==> src/rtl/comp_argmax_ctrl.sv <==
// Streaming arg-max sequencer around one comp_cmp16 magnitude comparator.
// Optional build macro: CMP_TIE_LAST_EN (last equal maximum wins instead of the first).

module comp_cmp16 (
    input  logic [15:0] a,
    input  logic [15:0] b,
    output logic [2:0]  result
);
    // One-hot compare: [2] a==b, [1] a>b, [0] a<b
    always_comb begin
        result = 3'b000;
        if (a == b) begin
            result = 3'b100;
        end else if (a > b) begin
            result = 3'b010;
        end else begin
            result = 3'b001;
        end
    end
endmodule

module comp_argmax_ctrl #(
    parameter int D_WIDTH = 16,
    parameter int N_WIDTH = 5
) (
    input  logic               clk,
    input  logic               rst_n,
    input  logic               start,
    input  logic [N_WIDTH-1:0] len,
    input  logic               abort,
    input  logic               in_valid,
    output logic               in_ready,
    input  logic [D_WIDTH-1:0] in_data,
    output logic               busy,
    output logic               done,
    output logic [D_WIDTH-1:0] max_val,
    output logic [N_WIDTH-1:0] max_idx
);
    if (D_WIDTH != 16) begin : g_bad_width
        $error("comp_argmax_ctrl: D_WIDTH must be 16 to match comp_cmp16");
    end

    typedef enum logic [1:0] {
        ST_IDLE = 2'd0,
        ST_LOAD = 2'd1,
        ST_RUN  = 2'd2,
        ST_DONE = 2'd3
    } state_t;

    localparam logic [N_WIDTH-1:0] N_ZERO = {N_WIDTH{1'b0}};
    localparam logic [N_WIDTH-1:0] N_ONE  = {{(N_WIDTH-1){1'b0}}, 1'b1};
    localparam logic [D_WIDTH-1:0] D_ZERO = {D_WIDTH{1'b0}};

    state_t             state_q, state_d;
    logic [N_WIDTH-1:0] len_q, len_d;
    logic [N_WIDTH-1:0] cnt_q, cnt_d;
    logic [D_WIDTH-1:0] max_val_q, max_val_d;
    logic [N_WIDTH-1:0] max_idx_q, max_idx_d;
    logic               in_ready_q, in_ready_d;
    logic               busy_q, busy_d;
    logic               done_q, done_d;
    logic [2:0]         cmp_res_s;
    logic               accept_s;
    logic               upd_s;

    comp_cmp16 u_cmp (
        .a      (in_data),
        .b      (max_val_q),
        .result (cmp_res_s)
    );

    // Decide whether an accepted beat replaces the running maximum
    always_comb begin
`ifdef CMP_TIE_LAST_EN
        upd_s = (cmp_res_s[1] || cmp_res_s[2]) && !cmp_res_s[0];
`else
        upd_s = cmp_res_s[1] && !cmp_res_s[2] && !cmp_res_s[0];
`endif
    end

    // Next-state and datapath update; outputs are derived from the next state so they register cleanly
    always_comb begin
        state_d   = state_q;
        len_d     = len_q;
        cnt_d     = cnt_q;
        max_val_d = max_val_q;
        max_idx_d = max_idx_q;
        accept_s  = in_valid && in_ready_q;
        case (state_q)
            ST_IDLE: begin
                if (start) begin
                    if (len != N_ZERO) begin
                        len_d   = len;
                        cnt_d   = N_ZERO;
                        state_d = ST_LOAD;
                    end else begin
                        max_val_d = D_ZERO;
                        max_idx_d = N_ZERO;
                        state_d   = ST_DONE;
                    end
                end else begin
                    state_d = ST_IDLE;
                end
            end
            ST_LOAD: begin
                if (abort) begin
                    max_val_d = D_ZERO;
                    max_idx_d = N_ZERO;
                    state_d   = ST_IDLE;
                end else if (accept_s) begin
                    max_val_d = in_data;
                    max_idx_d = N_ZERO;
                    cnt_d     = N_ONE;
                    state_d   = (len_q == N_ONE) ? ST_DONE : ST_RUN;
                end else begin
                    state_d = ST_LOAD;
                end
            end
            ST_RUN: begin
                if (abort) begin
                    max_val_d = D_ZERO;
                    max_idx_d = N_ZERO;
                    state_d   = ST_IDLE;
                end else if (accept_s) begin
                    if (upd_s) begin
                        max_val_d = in_data;
                        max_idx_d = cnt_q;
                    end else begin
                        max_val_d = max_val_q;
                    end
                    cnt_d = cnt_q + N_ONE;
                    // len_q >= 2 here, so cnt never passes len_q-1 and never wraps
                    if (cnt_q == len_q - N_ONE) begin
                        state_d = ST_DONE;
                    end else begin
                        state_d = ST_RUN;
                    end
                end else begin
                    state_d = ST_RUN;
                end
            end
            ST_DONE: begin
                state_d = ST_IDLE;
            end
            default: begin
                state_d = ST_IDLE;
            end
        endcase
        in_ready_d = (state_d == ST_LOAD) || (state_d == ST_RUN);
        busy_d     = (state_d == ST_LOAD) || (state_d == ST_RUN);
        done_d     = (state_d == ST_DONE);
    end

    // State and output registers
    always_ff @(posedge clk or negedge rst_n) begin
        if (!rst_n) begin
            state_q    <= ST_IDLE;
            len_q      <= N_ZERO;
            cnt_q      <= N_ZERO;
            max_val_q  <= D_ZERO;
            max_idx_q  <= N_ZERO;
            in_ready_q <= 1'b0;
            busy_q     <= 1'b0;
            done_q     <= 1'b0;
        end else begin
            state_q    <= state_d;
            len_q      <= len_d;
            cnt_q      <= cnt_d;
            max_val_q  <= max_val_d;
            max_idx_q  <= max_idx_d;
            in_ready_q <= in_ready_d;
            busy_q     <= busy_d;
            done_q     <= done_d;
        end
    end

    assign in_ready = in_ready_q;
    assign busy     = busy_q;
    assign done     = done_q;
    assign max_val  = max_val_q;
    assign max_idx  = max_idx_q;
endmodule

==> config.mk <==
export PLATFORM = sky130hd
export DESIGN_NAME = comp_argmax_ctrl
export DESIGN_NICKNAME = d
export VERILOG_FILES = /design/src/rtl/comp_argmax_ctrl.sv
export SDC_FILE = /design/constraint.sdc
export NUM_CORES = 1
export LEC_CHECK = 0
export BUFFER_PORTS_ARGS = -buffer_cell sky130_fd_sc_hd__buf_2
export CORE_UTILIZATION = 54
export CTS_CLUSTER_SIZE = 14
export DETAILED_ROUTE_END_ITERATION = 8
export PLACE_DENSITY = 0.88
export SYNTH_ARGS = -nofsm -noshare
export SYNTH_HDL_FRONTEND = slang
export SYNTH_SLANG_ARGS = --single-unit
==> constraint.sdc <==
create_clock -name clk -period 2.9 [get_ports clk]
set_clock_uncertainty 0.2 [all_clocks]
set_input_delay 0.29 -clock clk [delete_from_list [all_inputs] [get_ports clk]]
set_output_delay 0.29 -clock clk [all_outputs]
set_load 0.01 [all_outputs]
== Word-level counts from Yosys, hierarchy flattened ==
Cells that the tools add are included.
Storage, ports and cells
  output and inout bits: 24
  ROM bits: 0
  memories: 0
  latch bits: 0
  bits in writable memories: 0
  register bits: 35
  input bits: 26
  logic and storage cells: 75
Cells by class
  add/subtract/negate cells: 2
  reduce and logical (&&, ||, !) cells: 12
  bitwise gates (word level): 0
  order comparisons: 1
  equality and inequality tests: 19
  shift-type cells: 0
  div/mod/pow operators: 0
  multiplexer cells: 34
  $mul: 0
Operators with widths (count)
  $mux W16: 7
  $mux W5: 13
  $pmux W16 S3: 1
  $pmux W5 S3: 2
  $eq A16 B16 Y1: 1
  $gt A16 B16 Y1: 1
  $mux W2: 7
  $ne A2 B2 Y1 const B: 7
  $ne A3 B3 Y1 const B: 3
  $eq A2 B2 Y1 const B: 4
  $pmux W2 S4: 1
  $reduce_and A7 Y1: 1
  $reduce_and A6 Y1: 1
  $add A5 B1 Y5 const B: 1
  $eq A5 B1 Y1 const B: 1
  $eq A5 B5 Y1: 1
  $reduce_bool A5 Y1: 1
  $sub A5 B1 Y5 const B: 1
  $eq A2 B1 Y1 const B: 2
  $logic_and A1 B1 Y1: 3
  $mux W3: 1
  $reduce_and A3 Y1: 1
  $reduce_bool A3 Y1: 1
  $logic_not A1 Y1: 2
  3 further kinds: 4

== Depth between registers and ports, before layout ==
  depth after elaboration: 10
  gate-level depth with buffers: 9

== Cells and area by module ==
From an unflattened synthesis, not the netlist that was laid out.
Second synthesis, totals
  cells, all modules: 211
  area total of the unflattened synthesis: 2213.4 um^2
By module, submodules not included
  comp_argmax_ctrl: area each 1778.0 um^2, times used 1, seq. area each 875.8 um^2, cells an instance 152
  comp_cmp16: area each 435.4 um^2, times used 1, seq. area each 0.0 um^2, cells an instance 59

== Least setup slack after synthesis ==
Ideal clock, no wire load.
  path type: register to register
  start: reg max_val_q[14] (netlist: max_val[14])
  end: reg max_idx_q[0] (netlist: max_idx[0])
  path buffers: 1
  cell stages (with the launch flop): 9
  required time: 2.621 ns
  arrival: 1.934 ns
  clock period less this slack: 2.213 ns
  setup slack: 0.687 ns
  setup time: 0.079 ns
  cells stage by stage: dfrtp_1 -> inv_1 -> ha_1 -> nand4_1 -> nor4_1 -> o21ai_1 -> a41oi_4 -> buf_6 -> mux2i_1
Between the ends
  word-level cells in the longest chain between the ends: 7
  elaborated cells between the ends (all ways): 10
  those cells by class: order compare: 1; eq/ne: 2; mux: 2; reduce/logical: 5
Ends and longest elaborated chain
  from (decl): RTL line 57  | logic [D_WIDTH-1:0] max_val_q, max_val_d;
  from (signal assigned): RTL line 169  | max_val_q <= max_val_d;
  $gt A16 B16 Y1 or $eq A16 B16 Y1 (tied branches): RTL line 14, 12
  $mux W2 or $mux W3 (tied branches): RTL line 14, 12
  $mux W3 (*): RTL line 12  | if (a == b) begin
  $logic_and A1 B1 Y1 or $logic_not A1 Y1 (tied branches): RTL line 77  | upd_s = cmp_res_s[1] && !cmp_res_s[2] && !cmp_res_s[0];
  $logic_and A1 B1 Y1 (*): RTL line 77
  $ne A3 B3 Y1 (no line) (*)
  $reduce_and A6 Y1 (no line) (*)
  to (signal assigned): RTL line 170  | max_idx_q <= max_idx_d;
  to (decl): RTL line 58  | logic [N_WIDTH-1:0] max_idx_q, max_idx_d;
Every way passes the cells marked *; elsewhere a longest branch is shown, timed or not.
A chain may end at the register's enable or synchronous reset.

== Final worst setup path ==
  start: reg max_val_q[14] (netlist: max_val[14])
  end: reg max_val_q[7] (netlist: max_val[7])
Between the ends
  word-level cells in the longest chain between the ends: 7
  elaborated cells between the ends (all ways): 10
  those cells by class: order compare: 1; eq/ne: 2; mux: 2; reduce/logical: 5
Ends and longest elaborated chain (RTL line)
  $gt A16 B16 Y1 or $eq A16 B16 Y1 (tied branches): 14, 12
  $mux W2 or $mux W3 (tied branches): 14, 12
  $mux W3 (*): 12
  $logic_and A1 B1 Y1 or $logic_not A1 Y1 (tied branches): 77
  $logic_and A1 B1 Y1 (*): 77
  $ne A3 B3 Y1 (no line) (*)
  $reduce_and A6 Y1 (no line) (*)
Marked as above.

==> metrics <==
Critical Path, Cell by Cell inv_1 -> ha_1 -> nand4_1 -> nor4_1 -> o21ai_1 -> a41oi_4 -> buf_4 -> mux2i_1; via count 1760; Avg WL per Cell 13.3 um; cts hold-fix bufs 1; CP Launch Type flop; Synth cell types 43; maximum resistive drop on vdd 0.444 mV; syn nets 277; Initial Utilization 58.7%; CTS tree built; Fillers 299; Crit Path Max Fanout 21; Root Buffer clkbuf_8; actual slew at the worst max-slew pin 0.763 ns; final hold viol count 0; final setup TNS 0 ns; H-tree level count 2; crit end category flop; final wirelength 4350 um; Req. time, crit path 2.91 ns; Lkg Pwr 1.30 nW; drt initial violations 80; vias in the first global route 1774; RR Startpoint max_val[14]$_DFFE_PN0P_; Worst Setup EP max_val[7]$_DFFE_PN0P_; Chip Width 66.2 um; YS warnings 0; drt pass-1 iters 4; Slowest cell on crit path nor4_1; Largest delay share family, worst path simple AND/OR/NAND/NOR gates; Final Cycle Share 88.9%; Fmax achieved 388 MHz; IO Count 50; synthesis-stage register bit count 35; worst setup path start max_val[14]$_DFFE_PN0P_; Post-Synthesis Cells 226; vias per cell 5.37; met1 GRT Util 24.5%; P&R area growth vs syn 17.9%; DIE HEIGHT 66.2 um; PortBufs 49; M3 GR Usage 6.72%; number of enable flip-flop cells after synthesis 0; Overall Power 1.47 mW; R2R cell count 8; RSZ-0062 raised after global routing no; Die ar. 4390 um2; max-cap viol count 0; post-synth top area share 39.3%; fin nets 330; remaining global-route overflow 0; Rel. slew slack 49.2%; clk buf depth 2; Most Crowded Layer GR met2; final RePlAce weighted congestion 0.860; Finish-stage setup viols 0; Bufs and invs on worst path 2; Area contributors post-synth dfrtp_1 39%, ha_1 14%, mux2i_1 9.4%; max-slew violations 0; power per cell area 558 nW/um2; post-DP HPWL 3320 um; met2 GRT Util 40.8%; CTS clk-pin slew, worst paths 0.08 ns; max incr delay on CP 0.43 ns; post-route ant nets 0; largest area contributor in the netlist dfrtp_1; FF-to-FF End max_val[7]$_DFFE_PN0P_; Core Box Area 3800 um2; Site Rows 22; pin count of the biggest net entering global routing 36; ys async rst share 100%; Core Util, Final 69.1%; Worst R2R Setup Slack 0.32 ns; placed insts 319; worst skew pair latency 0.30 ns; WP depth 8; minimum clock period 2.58 ns; Hold Crit Class in2reg; # diodes 0; postcts setup bufs 0; status complete, no violations; Remaining DRCs 0; Avg Inst Size Synth 9.86 um2; first-pass GRT wire length 7360 um; gr usage total 22.8%; Mapped Area 2230 um2; CP arrival 2.59 ns; initial antenna violation count 0; post-cts sizing count 0; CTS buffer count 5; clk sink count 35; Crit Path Category reg2reg; share of layout cells above drive strength 1 24.3%; sequential-to-total area share from yosys stat 39.3%; non-filler cells, final 328; main flop type after synthesis dfrtp_1
==> power by group <==
| part | internal [mW] | switching, mW |
|---|---|---|
| logic | 0.196 | 0.230 |
| registers | 0.547 | 0.0495 |
| clock network | 0.256 | 0.188 |
| total | 0.998 | 0.467 |
==> per-stage QoR <==
| step | area [um2] | setup slack, ns | hold WS (ns) |
|---|---|---|---|
| 6_report | 2630 | 0.322 | 0.0422 |
| 3_3_place_gp | 2500 | 0.501 | 0.207 |
| 2_1_floorplan | 2230 | 0.687 | -0.206 |
| 3_5_place_dp | 2500 | 0.328 | 0.211 |
| 5_1_grt | 2630 | 0.143 | 0.0369 |
| 4_1_cts | 2630 | 0.291 | 0.0325 |
==> cell families after synthesis <==
group / after synthesis / share of synthesized area [%]
adders and majority gates: 25 / 14.0
buffers and inverters: 34 / 6.91
xor gates and xnor gates: 5 / 1.97
AOI/OAI and AO/OA: 33 / 10.7
muxes: 26 / 12.0
DFF: 35 / 39.3
and+or+nand+nor: 68 / 15.2
==> worst min-delay path: stages <==
cell     delay [ns]
buf_2          0.11
nand2_1        0.05
mux2i_1        0.05
==> cells in the final DEF (no fill, tap or decap), types with 2 or more instances in the layout <==
| cell type | instances |
|---|---|
| buf_4 | 3 |
| nor3b_1 | 2 |
| nor3_1 | 2 |
| o21ai_0 | 10 |
| nor2b_1 | 7 |
| mux2i_1 | 21 |
| xnor2_1 | 4 |
| clkbuf_8 | 5 |
| dfrtp_1 | 35 |
| o31ai_1 | 2 |
| nand2_1 | 32 |
| a21oi_1 | 5 |
| mux2_2 | 5 |
| nand4_1 | 5 |
| nand3_1 | 6 |
| inv_1 | 27 |
| a31oi_1 | 3 |
| ha_1 | 25 |
| nand2b_1 | 2 |
| buf_2 | 49 |
| nor2_1 | 4 |
==> worst min-delay path by stage <==
stage          slack [ns]                 endpoint   startpoint  cells past startpoint
4_1_cts              0.03   max_val[2]$_DFFE_PN0P_   in_data[2]                      3
3_5_place_dp         0.21  max_val[10]$_DFFE_PN0P_        rst_n                      1
3_3_place_gp         0.21   max_val[8]$_DFFE_PN0P_        rst_n                      1
5_1_grt              0.04  max_val[11]$_DFFE_PN0P_  in_data[11]                      3
2_1_floorplan       -0.21           busy$_DFF_PN0_        rst_n                      0
6_report             0.04   max_val[1]$_DFFE_PN0P_   in_data[1]                      3
==> layout make-up <==
| cell class | count | area (um2) | share of cell area, % |
|---|---|---|---|
| clock inverters | 3 | 43.8 | 1.67 |
| well taps | 48 | 60.1 | 2.29 |
| multi-input cells | 157 | 1200 | 45.6 |
| inverters | 27 | 101 | 3.86 |
| repair buffers | 53 | 278 | 10.6 |
| clock buffers | 5 | 68.8 | 2.62 |
| flip-flops and latches | 35 | 876 | 33.3 |
==> registers in the layout, indices dropped and copies added, names as in the netlist <==
signal   count
cnt_q        5
busy         1
max_idx      5
state_q      2
len_q        5
done         1
max_val     16
==> synthesized netlist by cell type (2+ instances only) <==
cell,n
clkbuf_1,3
mux2_2,5
nand4_1,5
buf_6,3
nor3_1,2
xnor2_1,4
ha_1,25
nand3_1,6
nor3b_1,2
nand2_1,32
mux2i_1,21
nor2b_1,7
a21oi_1,5
nor2_1,4
a31oi_1,3
o21ai_0,10
nand2b_1,2
inv_1,27
o31ai_1,2
dfrtp_1,35
==> routing by layer <==
metal  routed length (um)  vias up
met5                    0        -
met4                   88        0
met3                  285        7
met2                 2100       55
met1                 1880      816
li1                     -      882
No activity file was read; power rests on OpenSTA's default activity.
